**config.mk**
```make
export PLATFORM = sky130hd
export DESIGN_NAME = key_entry_controller
export DESIGN_NICKNAME = d
export VERILOG_FILES = /design/src/rtl/key_entry_controller.sv
export SDC_FILE = /design/constraint.sdc
export NUM_CORES = 1
export LEC_CHECK = 0
export ABC_CLOCK_PERIOD_IN_PS = 4700
export CAP_MARGIN = 10
export CORE_MARGIN = 8
export CORE_UTILIZATION = 54
export DETAILED_ROUTE_END_ITERATION = 8
export PLACE_DENSITY = 0.92
export SYNTH_ARGS = -nofsm -noshare
export SYNTH_HDL_FRONTEND = slang
export SYNTH_SLANG_ARGS = --single-unit
```
**constraint.sdc**
```tcl
create_clock -name clk -period 4.7 [get_ports clk]
set_input_delay 0.94 -clock clk [delete_from_list [all_inputs] [get_ports clk]]
set_output_delay 0.94 -clock clk [all_outputs]
set_load 0.1 [all_outputs]
```
**src/rtl/key_entry_controller.sv**
```systemverilog
// Keypad entry controller: takes digit/operator/equal events from the keypad
// scanner, builds two signed BCD operands and an operator code, requests a
// computation and holds the returned result for the display.
module key_entry_controller #(
  parameter int MAX_DIGITS = 4
) (
  input  logic                      clk,
  input  logic                      nRST,
  input  logic                      read_input,
  input  logic [3:0]                keypad_input,
  input  logic [2:0]                operator_input,
  input  logic                      equal_input,
  output logic                      key_read,
  output logic [4*MAX_DIGITS-1:0]   operand_a,
  output logic [4*MAX_DIGITS-1:0]   operand_b,
  output logic                      neg_a,
  output logic                      neg_b,
  output logic [2:0]                op_code,
  output logic                      calc_req,
  input  logic                      calc_ack,
  input  logic [4*MAX_DIGITS-1:0]   result_bcd,
  input  logic                      result_neg,
  input  logic                      result_err,
  output logic [4*MAX_DIGITS-1:0]   display_bcd,
  output logic                      display_neg,
  output logic                      display_err,
  output logic [1:0]                entry_state
);

  // state    | meaning
  // ENTER_A  | collecting operand A digits / sign, waiting for an operator
  // ENTER_B  | collecting operand B digits / sign, waiting for equal
  // REQUEST  | calc_req held high until the arithmetic unit acknowledges
  // RESULT   | showing the latched result; next key starts or chains entry

  localparam int W  = 4 * MAX_DIGITS;
  localparam int CW = $clog2(MAX_DIGITS + 1);
  localparam logic [CW-1:0] CNT_MAX = CW'(MAX_DIGITS);

  typedef enum logic [1:0] {
    ENTER_A = 2'd0,
    ENTER_B = 2'd1,
    REQUEST = 2'd2,
    RESULT  = 2'd3
  } state_t;

  state_t          state_q, state_d;
  logic            armed_q, armed_d;
  logic            key_read_q, key_read_d;
  logic [W-1:0]    opa_q, opa_d, opb_q, opb_d;
  logic            neg_a_q, neg_a_d, neg_b_q, neg_b_d;
  logic [CW-1:0]   cnt_a_q, cnt_a_d, cnt_b_q, cnt_b_d;
  logic [2:0]      op_q, op_d;
  logic [W-1:0]    res_q, res_d;
  logic            res_neg_q, res_neg_d, res_err_q, res_err_d;
  logic [W-1:0]    disp_q, disp_d;
  logic            disp_neg_q, disp_neg_d, disp_err_q, disp_err_d;

  logic idle, evt, is_eq, is_op, is_dig, is_sign, is_arith;

  // Event detection, decode and the entry FSM next-state / datapath logic.
  always_comb begin
    state_d    = state_q;
    opa_d      = opa_q;
    opb_d      = opb_q;
    neg_a_d    = neg_a_q;
    neg_b_d    = neg_b_q;
    cnt_a_d    = cnt_a_q;
    cnt_b_d    = cnt_b_q;
    op_d       = op_q;
    res_d      = res_q;
    res_neg_d  = res_neg_q;
    res_err_d  = res_err_q;

    idle     = !read_input && (operator_input == 3'b000) && !equal_input;
    evt      = armed_q && !idle;
    // Priority equal > operator > digit; only one decode fires per event.
    is_eq    = evt && equal_input;
    is_op    = evt && !equal_input && (operator_input != 3'b000);
    is_dig   = evt && !equal_input && (operator_input == 3'b000) && read_input;
    is_sign  = is_op && (operator_input == 3'b001);
    is_arith = is_op && (operator_input inside {3'b010, 3'b011, 3'b100});

    key_read_d = evt;
    armed_d    = armed_q;
    if (evt)  armed_d = 1'b0;
    if (idle) armed_d = 1'b1;

    case (state_q)
      ENTER_A: begin
        if (is_dig && cnt_a_q != CNT_MAX) begin
          opa_d   = {opa_q[W-5:0], keypad_input};
          cnt_a_d = cnt_a_q + CW'(1);
        end else if (is_sign && cnt_a_q == '0) begin
          neg_a_d = !neg_a_q;
        end else if (is_arith) begin
          op_d    = operator_input;
          state_d = ENTER_B;
        end
      end
      ENTER_B: begin
        if (is_eq) begin
          state_d = REQUEST;
        end else if (is_dig && cnt_b_q != CNT_MAX) begin
          opb_d   = {opb_q[W-5:0], keypad_input};
          cnt_b_d = cnt_b_q + CW'(1);
        end else if (is_sign && cnt_b_q == '0) begin
          neg_b_d = !neg_b_q;
        end else if (is_arith && cnt_b_q == '0) begin
          op_d = operator_input;
        end
      end
      REQUEST: begin
        // Key events here are acknowledged but otherwise dropped.
        if (calc_ack) begin
          res_d     = result_bcd;
          res_neg_d = result_neg;
          res_err_d = result_err;
          state_d   = RESULT;
        end
      end
      RESULT: begin
        if (is_dig || is_sign || (is_arith && res_err_q)) begin
          opa_d   = '0;
          opb_d   = '0;
          neg_a_d = 1'b0;
          neg_b_d = 1'b0;
          cnt_a_d = '0;
          cnt_b_d = '0;
          op_d    = 3'b000;
          state_d = ENTER_A;
          if (is_dig) begin
            opa_d   = {{(W-4){1'b0}}, keypad_input};
            cnt_a_d = CW'(1);
          end
          if (is_sign) neg_a_d = 1'b1;
        end else if (is_arith) begin
          // Chain: the result becomes a full-length operand A so no more
          // digits can be appended to it.
          opa_d   = res_q;
          neg_a_d = res_neg_q;
          cnt_a_d = CNT_MAX;
          opb_d   = '0;
          neg_b_d = 1'b0;
          cnt_b_d = '0;
          op_d    = operator_input;
          state_d = ENTER_B;
        end
      end
      default: state_d = ENTER_A;
    endcase
  end

  // Display source selection; registered so it trails register changes by one cycle.
  always_comb begin
    disp_d     = opa_q;
    disp_neg_d = neg_a_q;
    disp_err_d = 1'b0;
    case (state_q)
      ENTER_B: begin
        if (cnt_b_q != '0) begin
          disp_d     = opb_q;
          disp_neg_d = neg_b_q;
        end
      end
      REQUEST: begin
        disp_d     = opb_q;
        disp_neg_d = neg_b_q;
      end
      RESULT: begin
        disp_d     = res_q;
        disp_neg_d = res_neg_q;
        disp_err_d = res_err_q;
      end
      default: ;
    endcase
  end

  // State and datapath registers.
  always_ff @(posedge clk or negedge nRST) begin
    if (!nRST) begin
      state_q    <= ENTER_A;
      armed_q    <= 1'b1;
      key_read_q <= 1'b0;
      opa_q      <= '0;
      opb_q      <= '0;
      neg_a_q    <= 1'b0;
      neg_b_q    <= 1'b0;
      cnt_a_q    <= '0;
      cnt_b_q    <= '0;
      op_q       <= 3'b000;
      res_q      <= '0;
      res_neg_q  <= 1'b0;
      res_err_q  <= 1'b0;
      disp_q     <= '0;
      disp_neg_q <= 1'b0;
      disp_err_q <= 1'b0;
    end else begin
      state_q    <= state_d;
      armed_q    <= armed_d;
      key_read_q <= key_read_d;
      opa_q      <= opa_d;
      opb_q      <= opb_d;
      neg_a_q    <= neg_a_d;
      neg_b_q    <= neg_b_d;
      cnt_a_q    <= cnt_a_d;
      cnt_b_q    <= cnt_b_d;
      op_q       <= op_d;
      res_q      <= res_d;
      res_neg_q  <= res_neg_d;
      res_err_q  <= res_err_d;
      disp_q     <= disp_d;
      disp_neg_q <= disp_neg_d;
      disp_err_q <= disp_err_d;
    end
  end

  // calc_req decodes the state register so reset removes it immediately.
  assign calc_req    = (state_q == REQUEST);
  assign key_read    = key_read_q;
  assign operand_a   = opa_q;
  assign operand_b   = opb_q;
  assign neg_a       = neg_a_q;
  assign neg_b       = neg_b_q;
  assign op_code     = op_q;
  assign display_bcd = disp_q;
  assign display_neg = disp_neg_q;
  assign display_err = disp_err_q;
  assign entry_state = state_q;

endmodule

```
==> results of run 1 <==
## registers in the layout, indices dropped and copies added, names as in the netlist, 2 cells and up
signal       flops
display_bcd     16
operand_a       16
operand_b       16
res_q           16
cnt_a_q          3
cnt_b_q          3
op_code          3
entry_state      2
## path summary, 6_finish.rpt
kind	end	slack [ps]
min	op_code[0]	500
max reg2reg	cnt_a_q[2]	1480
min reg2reg	op_code[0]	500
max	calc_req	1110
max in group asynchronous	key_read	3290
min in group asynchronous	res_neg_q	750
## per-stage QoR
step / instance area, sq um / power (uW) / util
2_1_floorplan: 3830 / 2660 / -
3_3_place_gp: 4750 / 3170 / 0.695
3_5_place_dp: 4750 / 3210 / 0.695
4_1_cts: 4960 / 3750 / 0.726
5_1_grt: 4960 / 3890 / 0.726
6_report: 4960 / 3750 / 0.726
## where the power goes
group | internal [uW] | total, uW | switching (uW)
Combinational | 527 | 2070 | 1540
Clock | 266 | 537 | 271
Sequential | 938 | 1150 | 210
Total | 1730 | 3750 | 2020
## metal layers
metal,GRT usage,part of all wire
met2,0.327,0.48
met4,0.101,0.023
met3,0.0381,0.067
met1,0.269,0.43
met5,0,0
## layout by cell type, fill, tap and decap left out, types with 2 or more instances in the layout
| cell type | count |
|---|---|
| mux2_2 | 18 |
| inv_1 | 10 |
| nor2_1 | 21 |
| nor2b_1 | 7 |
| mux2i_1 | 2 |
| dfrtp_1 | 82 |
| clkbuf_8 | 10 |
| a211o_1 | 2 |
| o22ai_1 | 4 |
| clkdlybuf4s50_1 | 87 |
| nand2_1 | 76 |
| or3_1 | 2 |
| ha_1 | 4 |
| a21oi_1 | 31 |
| o21ai_1 | 3 |
| nand2b_1 | 4 |
| o21ai_0 | 24 |
| nand3_1 | 4 |
| inv_6 | 3 |
| buf_4 | 5 |
| a211oi_1 | 2 |
| a22oi_1 | 32 |
| clkinvlp_4 | 2 |
| a31oi_1 | 3 |
| and3_1 | 2 |
## cell families after synthesis
family / Yosys count / share of synthesized area
DFF: 83 / 0.542
AOI/OAI and AO/OA: 114 / 0.196
muxes: 20 / 0.0581
and+or+nand+nor: 127 / 0.152
buffers and inverters: 32 / 0.0395
adders and majority gates: 4 / 0.0131
## final cells by class
class	instances	area [sq um]	area share
clock inverters	6	71.3	0.0144
inverters	10	37.5	0.00757
well taps	96	120	0.0242
repair buffers	92	908	0.183
multi-input cells	265	1610	0.324
flip-flops and latches	83	2080	0.419
clock buffers	10	138	0.0278
## worst max-delay path, delay by kind of cell, from the launching register on
family                 cells  cell delay, ps
DFF                        1             650
and+or+nand+nor            1             260
buffers and inverters      2            1390
==> results by group, run 1 <==
Outcome
  – Status: finished clean

Timing
  – Final hold violation count: 0
  – Setup WS post-layout: 1110 ps
  – Fin Clk Skew: 8.13 ps
  – Slew HR: 0.291
  – Maximum clock rate: 0.279 GHz
  – Final TNS setup: 0 ps
  – Final Cycle Share: 0.763
  – Fin. max-slew vios: 0
  – Final hold slack: 498 ps
  – Worst-Margin Slew: 1060 ps
  – Final setup fails: 0
  – RSZ-0062 raised after global routing: false
  – Final min period: 3590 ps

Yosys
  – Mapped Area: 3830 sq um
  – Post-Syn Nets: 414
  – Share of the synthesized area in the top cell type: 0.535
  – Area leader, netlist: dfrtp_1
  – Dominant synthesized flop cell: dfrtp_1
  – Most frequent cells after synthesis: 82 x dfrtp_1, 76 x nand2_1, 32 x a22oi_1
  – Gate Count Post-Synth: 380
  – Sequential cell area fraction in the yosys report: 0.542
  – Syn avg cell area: 10.1 sq um
  – Top-count cell post-synth: dfrtp_1
  – Largest cells by area after synthesis: dfrtp_1 54%, nand2_1 7.4%, a22oi_1 6.3%
  – Number of synthesized flops with an enable pin: 0
  – Number of synthesized register bits: 83
  – Syn. warnings: 0
  – Post-synth ARST share: 1.00
  – Number of library cell types mapped by synthesis: 49

Floorplan
  – Die area: 10100 sq um
  – # rows: 30
  – Core area: 6830 sq um
  – Die X: 100 um
  – I/O pins: 89
  – Die Y: 100 um
  – Initial cell density of the core: 0.561

Detailed routing
  – Vias/cell: 5.81
  – Via count: 3267
  – Detail Route Antenna Nets: 0
  – Routed len/inst: 18.4 um
  – Initial DRC Count: 293
  – DRT Pass-1 Iters: 5
  – Remaining DRCs: 0
  – Drt total wl: 10.3 mm

Clock tree
  – CTS tree: built
  – Cts repair resizes: 0
  – Clk Latency, worst-skew pair: 350 ps
  – Worst-path clk slew: 90 ps
  – Hold-fix buffers, CTS: 0
  – Clock root cell: clkbuf_8
  – Clock H-tree levels: 3
  – Num CTS Buffers: 9
  – Maximum clock path buffer count: 2
  – # clock sinks: 83
  – Setup repair bufs after CTS: 0

Worst hold path
  – Hold path cells: 1
  – HP Start: op_code[0]
  – Worst Hold Class: flip-flop to flip-flop

Worst setup path
  – CP arrival: 2650 ps
  – Crit. End Element: primary output
  – Critical path fanouts, max: 14
  – Slowest cell on crit path: clkdlybuf4s50_1
  – Max incr delay on CP: 1180 ps
  – WS Path Type: flip-flop to primary output
  – CP required: 3760 ps
  – R2R depth: 5
  – Startpoint class of the critical path: flip-flop
  – RR Startpoint: entry_state[0]
  – Crit path launch: entry_state[1]
  – Worst-path cell chain: inv_1 -> nor2_2 -> clkdlybuf4s50_1

Job
  – MaxCap Viol Count: 0

Pwr
  – Power Dens Cells: 757 nW/um^2
  – Worst VDD drop: 500 uV
  – LEAKAGE: 0.00212 uW

GRT
  – First-pass GRT wire length: 16.5 mm
  – Pin count of the biggest net entering global routing: 84
  – Number of global-route vias before repair: 3233
  – Initial antenna violation count: 0
  – Gr usage total: 0.208
  – GR Overflow Total: 0

Place
  – RD Place Congestion: 0.902
  – Dpl hpwl: 7.37 mm
  – Placed insts: 546
  – Setup WS pre-CTS: 1140 ps
  – PortBufs: 88

Layout
  – Post-Layout Cell Count: 562
  – Number of fill cells: 465
  – Nets@finish: 495
  – Diode count: 0
  – Area growth from synthesis to layout: 29.3%
  – Fraction of layout cells with a size suffix above 1: 0.109
Power figures use the tool's default switching activity.
==> run 2, diff against run 1 <==
==> config.mk (replaced) <==
export PLATFORM = sky130hd
export DESIGN_NAME = key_entry_controller
export DESIGN_NICKNAME = d
export VERILOG_FILES = /design/src/rtl/key_entry_controller.sv
export SDC_FILE = /design/constraint.sdc
export NUM_CORES = 1
export LEC_CHECK = 0
export ABC_CLOCK_PERIOD_IN_PS = 2950
export CAP_MARGIN = 10
export CORE_MARGIN = 8
export CORE_UTILIZATION = 45
export DETAILED_ROUTE_END_ITERATION = 8
export PLACE_DENSITY = 0.83
export SYNTH_ARGS = -nofsm -noshare
export SYNTH_HDL_FRONTEND = slang
export SYNTH_SLANG_ARGS = --single-unit
==> constraint.sdc (replaced) <==
create_clock -name clk -period 2.95 [get_ports clk]
set_input_delay 0.59 -clock clk [delete_from_list [all_inputs] [get_ports clk]]
set_output_delay 0.59 -clock clk [all_outputs]
set_load 0.1 [all_outputs]
==> run 2 against run 1 <==
Via count decreased by 2.7%. Register-to-register slack got worse by 900 ps. First-iteration DRC count increased by 8.9%. Critical path depth increased by 4. Combinational power increased by 57%. Clock power increased by 39%. Critical endpoint is now operand_a[7].
==> results by group, run 2 (synthesis gave the netlist of run 1 again) <==
Place
  – Dpl hpwl: 7.44 mm
  – RD Place Congestion: 0.894
  – PortBufs: 88
  – Placed insts: 564

Floorplan
  – # rows: 33
  – Die area: 11700 sq um
  – Die Y: 108 um
  – Core area: 8260 sq um
  – Initial cell density of the core: 0.464
  – Die X: 108 um
  – I/O pins: 89

Clock tree
  – Setup repair bufs after CTS: 0
  – Hold-fix buffers, CTS: 0
  – Num CTS Buffers: 9
  – Clock H-tree levels: 3
  – Maximum clock path buffer count: 2
  – CTS tree: built
  – Clock root cell: clkbuf_8
  – Worst-path clk slew: 90 ps
  – # clock sinks: 83
  – Clk Latency, worst-skew pair: 360 ps
  – Cts repair resizes: 0

Worst setup path
  – Crit path launch: operator_input[2]
  – WS Path Type: input port to flip-flop
  – Crit. End Element: flip-flop
  – Critical path fanouts, max: 10
  – RR Startpoint: cnt_b_q[0]
  – CP arrival: 2750 ps
  – Startpoint class of the critical path: input port
  – CP required: 3230 ps

Layout
  – Area of the multi-input gates: 1610 sq um
  – Leading cell type in the layout, fill and taps excluded: dfrtp_1
  – Final core utilization: 0.589
  – Nets@finish: 504
  – Register Area: 2080 sq um
  – Fraction of layout cells with a size suffix above 1: 0.248
  – Post-Layout Cell Count: 580
  – Number of fill cells: 707
  – Diode count: 0
  – Leading cell types in the layout, fill and taps excluded: 82 x dfrtp_1, 76 x nand2_1, 73 x buf_4, 32 x a22oi_1, 31 x a21oi_1
  – Area growth from synthesis to layout: 26.8%

Detailed routing
  – DRT Pass-1 Iters: 8
  – Routed len/inst: 17.7 um
  – Detail Route Antenna Nets: 0
  – Drt total wl: 10.3 mm
  – Initial DRC Count: 319
  – Via count: 3180
  – Remaining DRCs: 0
  – Vias/cell: 5.48

Timing
  – Final min period: 2470 ps
  – RSZ-0062 raised after global routing: false
  – Slew HR: 0.319
  – Worst-Margin Slew: 1020 ps
  – Maximum clock rate: 0.404 GHz
  – Final hold slack: 385 ps
  – Fin Clk Skew: 9.89 ps
  – Final setup fails: 0
  – Final hold violation count: 0
  – Fin. max-slew vios: 0
  – Final TNS setup: 0 ps
  – Final Cycle Share: 0.839

Worst hold path
  – Worst Hold Class: input port to async pin

Outcome
  – Status: finished clean

GRT
  – Initial antenna violation count: 0
  – Pin count of the biggest net entering global routing: 84
  – First-pass GRT wire length: 16.6 mm
  – Gr usage total: 0.181
  – GR Overflow Total: 0
  – Number of global-route vias before repair: 3134

Pwr
  – LEAKAGE: 0.00224 uW
  – Worst VDD drop: 542 uV
  – Power Dens Cells: 1190 nW/um^2

Job
  – MaxCap Viol Count: 0
==> run 2: area by class of cell <==
cell class,instances,share of cell area
flip-flops and latches,83,0.427
multi-input cells,265,0.331
inverters,10,0.00772
clock inverters,6,0.0103
clock buffers,10,0.0262
well taps,105,0.0270
repair buffers,101,0.170
==> run 2: worst paths after layout <==
kind,end,slack (ps),cells after the start
setup / recovery,operand_a[7],480,7
hold / removal,neg_b,390,1
setup reg to reg,display_bcd[8],580,8
hold reg to reg,op_code[0],490,1
max in group asynchronous,op_code[2],1890,1
min in group clk,op_code[0],490,1
==> run 2: power breakdown <==
part | leakage, uW | internal (uW) | switching (uW) | total (uW)
combinational | 0.00110 | 788 | 2450 | 3240
sequential | 0.00106 | 1500 | 316 | 1810
clock | 0.0000835 | 314 | 432 | 746
==> run 2: stage by stage <==
step | cell area (sq um) | setup WS, ps | total power [uW]
6_report | 4860 | 476 | 5800
5_1_grt | 4860 | 326 | 6070
4_1_cts | 4860 | 504 | 5820
3_5_place_dp | 4690 | 158 | 5070
3_3_place_gp | 4690 | 229 | 5010
2_1_floorplan | 3840 | 22.1 | 4240
==> run 2: critical path: stages <==
cell             delay (ps)
clkdlybuf4s50_1         620
nand2b_1                220
a21oi_4                 110
a211oi_2                640
buf_4                   290
a22oi_1                 100
a21oi_1                 180
==> run 2: per-layer routing <==
metal | vias to the layer above | track usage | routed length, um
met5 | - | 0 | 0
met4 | 0 | 0.0821 | 202
met3 | 14 | 0.0309 | 597
met2 | 105 | 0.275 | 5100
met1 | 1551 | 0.247 | 4360
li1 | 1510 | - | -
==> run 3, diff against run 2 <==
--- a/config.mk
+++ b/config.mk
@@ -5,7 +5,7 @@
 export SDC_FILE = /design/constraint.sdc
 export NUM_CORES = 1
 export LEC_CHECK = 0
-export ABC_CLOCK_PERIOD_IN_PS = 2950
+export ABC_CLOCK_PERIOD_IN_PS = 2000
 export CAP_MARGIN = 10
 export CORE_MARGIN = 8
 export CORE_UTILIZATION = 45
==> constraint.sdc (replaced) <==
create_clock -name clk -period 2 [get_ports clk]
set_input_delay 0.4 -clock clk [delete_from_list [all_inputs] [get_ports clk]]
set_output_delay 0.4 -clock clk [all_outputs]
set_load 0.1 [all_outputs]
==> run 3 against run 2 <==
Total power grew 54%. Non-clock buffer count up 27. Hold slack improved by 73 ps. Global-route usage rose by 0.81 points. First-iteration DRC count fell by 28%. Critical path type is now flip-flop to primary output. Core utilization up 6.2 points.
==> results by group, run 3 (synthesis gave the netlist of run 1 again) <==
Layout
  – Nets@finish: 531
  – Register Area: 2090 sq um
  – Area growth from synthesis to layout: 40.1%
  – Leading cell type in the layout, fill and taps excluded: buf_4
  – Area of the multi-input gates: 1650 sq um
  – Final core utilization: 0.650
  – Design Area, Final: 5370 sq um
  – Fraction of layout cells with a size suffix above 1: 0.305
  – Diode count: 0
  – Post-Layout Cell Count: 607
  – Number of fill cells: 650
  – Leading cell types in the layout, fill and taps excluded: 81 x buf_4, 80 x dfrtp_1, 75 x nand2_1, 32 x a22oi_1, 31 x a21oi_1

Timing
  – Final setup fails: 0
  – Worst-Margin Slew: 632 ps
  – Final Cycle Share: 0.966
  – Slew HR: 0.578
  – Final hold violation count: 0
  – Setup WS post-layout: 68.5 ps
  – Maximum clock rate: 0.518 GHz
  – Fin Clk Skew: 14.4 ps
  – Final TNS setup: 0 ps
  – Final min period: 1930 ps
  – Fin. max-slew vios: 0

Outcome
  – Status: finished clean

Worst setup path
  – CP arrival: 1530 ps
  – CP required: 1600 ps
  – Crit. End Element: primary output
  – Critical path fanouts, max: 11
  – Startpoint class of the critical path: flip-flop
  – WS Path Type: flip-flop to primary output

Job
  – MaxCap Viol Count: 0

Detailed routing
  – Routed len/inst: 18.2 um
  – Drt total wl: 11.1 mm
  – Initial DRC Count: 229
  – Via count: 3359
  – Detail Route Antenna Nets: 0
  – DRT Pass-1 Iters: 5
  – Vias/cell: 5.53
  – Remaining DRCs: 0

Clock tree
  – Clock H-tree levels: 3
  – # clock sinks: 83
  – Clk Latency, worst-skew pair: 360 ps
  – Num CTS Buffers: 9
  – Maximum clock path buffer count: 2
  – CTS tree: built
  – Worst-path clk slew: 90 ps
  – Clock root cell: clkbuf_8

Pwr
  – Power Dens Cells: 1660 nW/um^2
  – Power Internal: 4080 uW
  – LEAKAGE: 0.00250 uW
  – Worst VDD drop: 794 uV
  – Clock Power Share: 0.128
  – Switching pwr: 4840 uW
  – Reg power frac: 0.303
  – Combinational share of power: 0.569
  – Sw Ratio: 0.542

Place
  – Setup WS pre-CTS: -345 ps
  – Placed insts: 586
  – RD Place Congestion: 0.840
  – PortBufs: 88
  – Post-Place Cell Area: 5070 sq um
  – Dpl hpwl: 7.98 mm

Floorplan
  – Initial cell density of the core: 0.464
  – # rows: 33
  – Die Y: 108 um
  – Die area: 11700 sq um
  – I/O pins: 89
  – Die X: 108 um
  – Core area: 8260 sq um

Worst hold path
  – Worst Hold Class: input port to flip-flop

GRT
  – Initial antenna violation count: 0
  – First-pass GRT wire length: 17.4 mm
  – Number of global-route vias before repair: 3333
  – Pin count of the biggest net entering global routing: 59
  – Gr usage total: 0.189
  – GR Overflow Total: 0
[run 3: changes by cell type in the layout (fill, tap and decap cells not counted), sizes merged, moves of 2 or more]
cell | before | now
buf | 73 | 96
clkbuf | 10 | 12
clkdlybuf4s50 | 28 | 25
dlymetal6s2s | 0 | 3
inv | 12 | 14
[run 3: worst paths after layout]
kind                                    from             end  slack (ps)  depth (start not counted)
max reg2reg                          armed_q    operand_b[4]          80                          5
min in group asynchronous               nRST    operand_b[8]         490                          2
min                        operator_input[1]         armed_q         460                          4
max in group asynchronous               nRST  entry_state[0]         880                          3
max                           entry_state[0]        calc_req          70                          3
min reg2reg                       op_code[0]      op_code[0]         510                          1
[run 3: power groups by stage]
stage / registers, uW / logic [uW] / clock network [uW]
2_1_floorplan: 4920 / 1420 / 0
3_3_place_gp: 2700 / 4990 / 0
3_5_place_dp: 2730 / 5060 / 0
4_1_cts: 2690 / 5080 / 1160
5_1_grt: 2770 / 5310 / 1230
6_report: 2700 / 5080 / 1140
[run 3: worst max-delay path, cell delays in order (launching register included)]
cell and delay (ps):
dfrtp_4 530, buf_4 200, nor2_4 230, buf_12 210
[run 3: routing by layer]
| metal | vias to the layer above | share of wire | global-route usage |
|---|---|---|---|
| met5 | - | 0 | 0 |
| met4 | 0 | 0.021 | 0.0811 |
| met3 | 17 | 0.066 | 0.0446 |
| met2 | 130 | 0.49 | 0.292 |
| met1 | 1642 | 0.42 | 0.248 |
| li1 | 1570 | - | - |
[run 3: cell type report]
cell class | instances | share of cell area
sequential | 83 | 0.388
timing repair buffer | 128 | 0.239
multi-input combinational | 265 | 0.307
clock inverter | 7 | 0.0109
inverter | 10 | 0.00745
tap | 105 | 0.0245
clock buffer | 9 | 0.0231
[run 3: per-stage QoR]
stage          hold slack, ps  power, uW
5_1_grt                   483       9310
6_report                  458       8920
3_3_place_gp              328       7690
3_5_place_dp              331       7790
4_1_cts                   485       8930
2_1_floorplan             104       6330
[run 3: timing repair]
action                                 4_1_cts  5_1_grt
resized for setup                            1        6
setup buffers                                0        1
endpoints found under the hold margin       24        0
gates cloned                                 0        3
hold buffers                                 1        0
setup endpoints to repair                    1       27
pin swaps                                    0        3
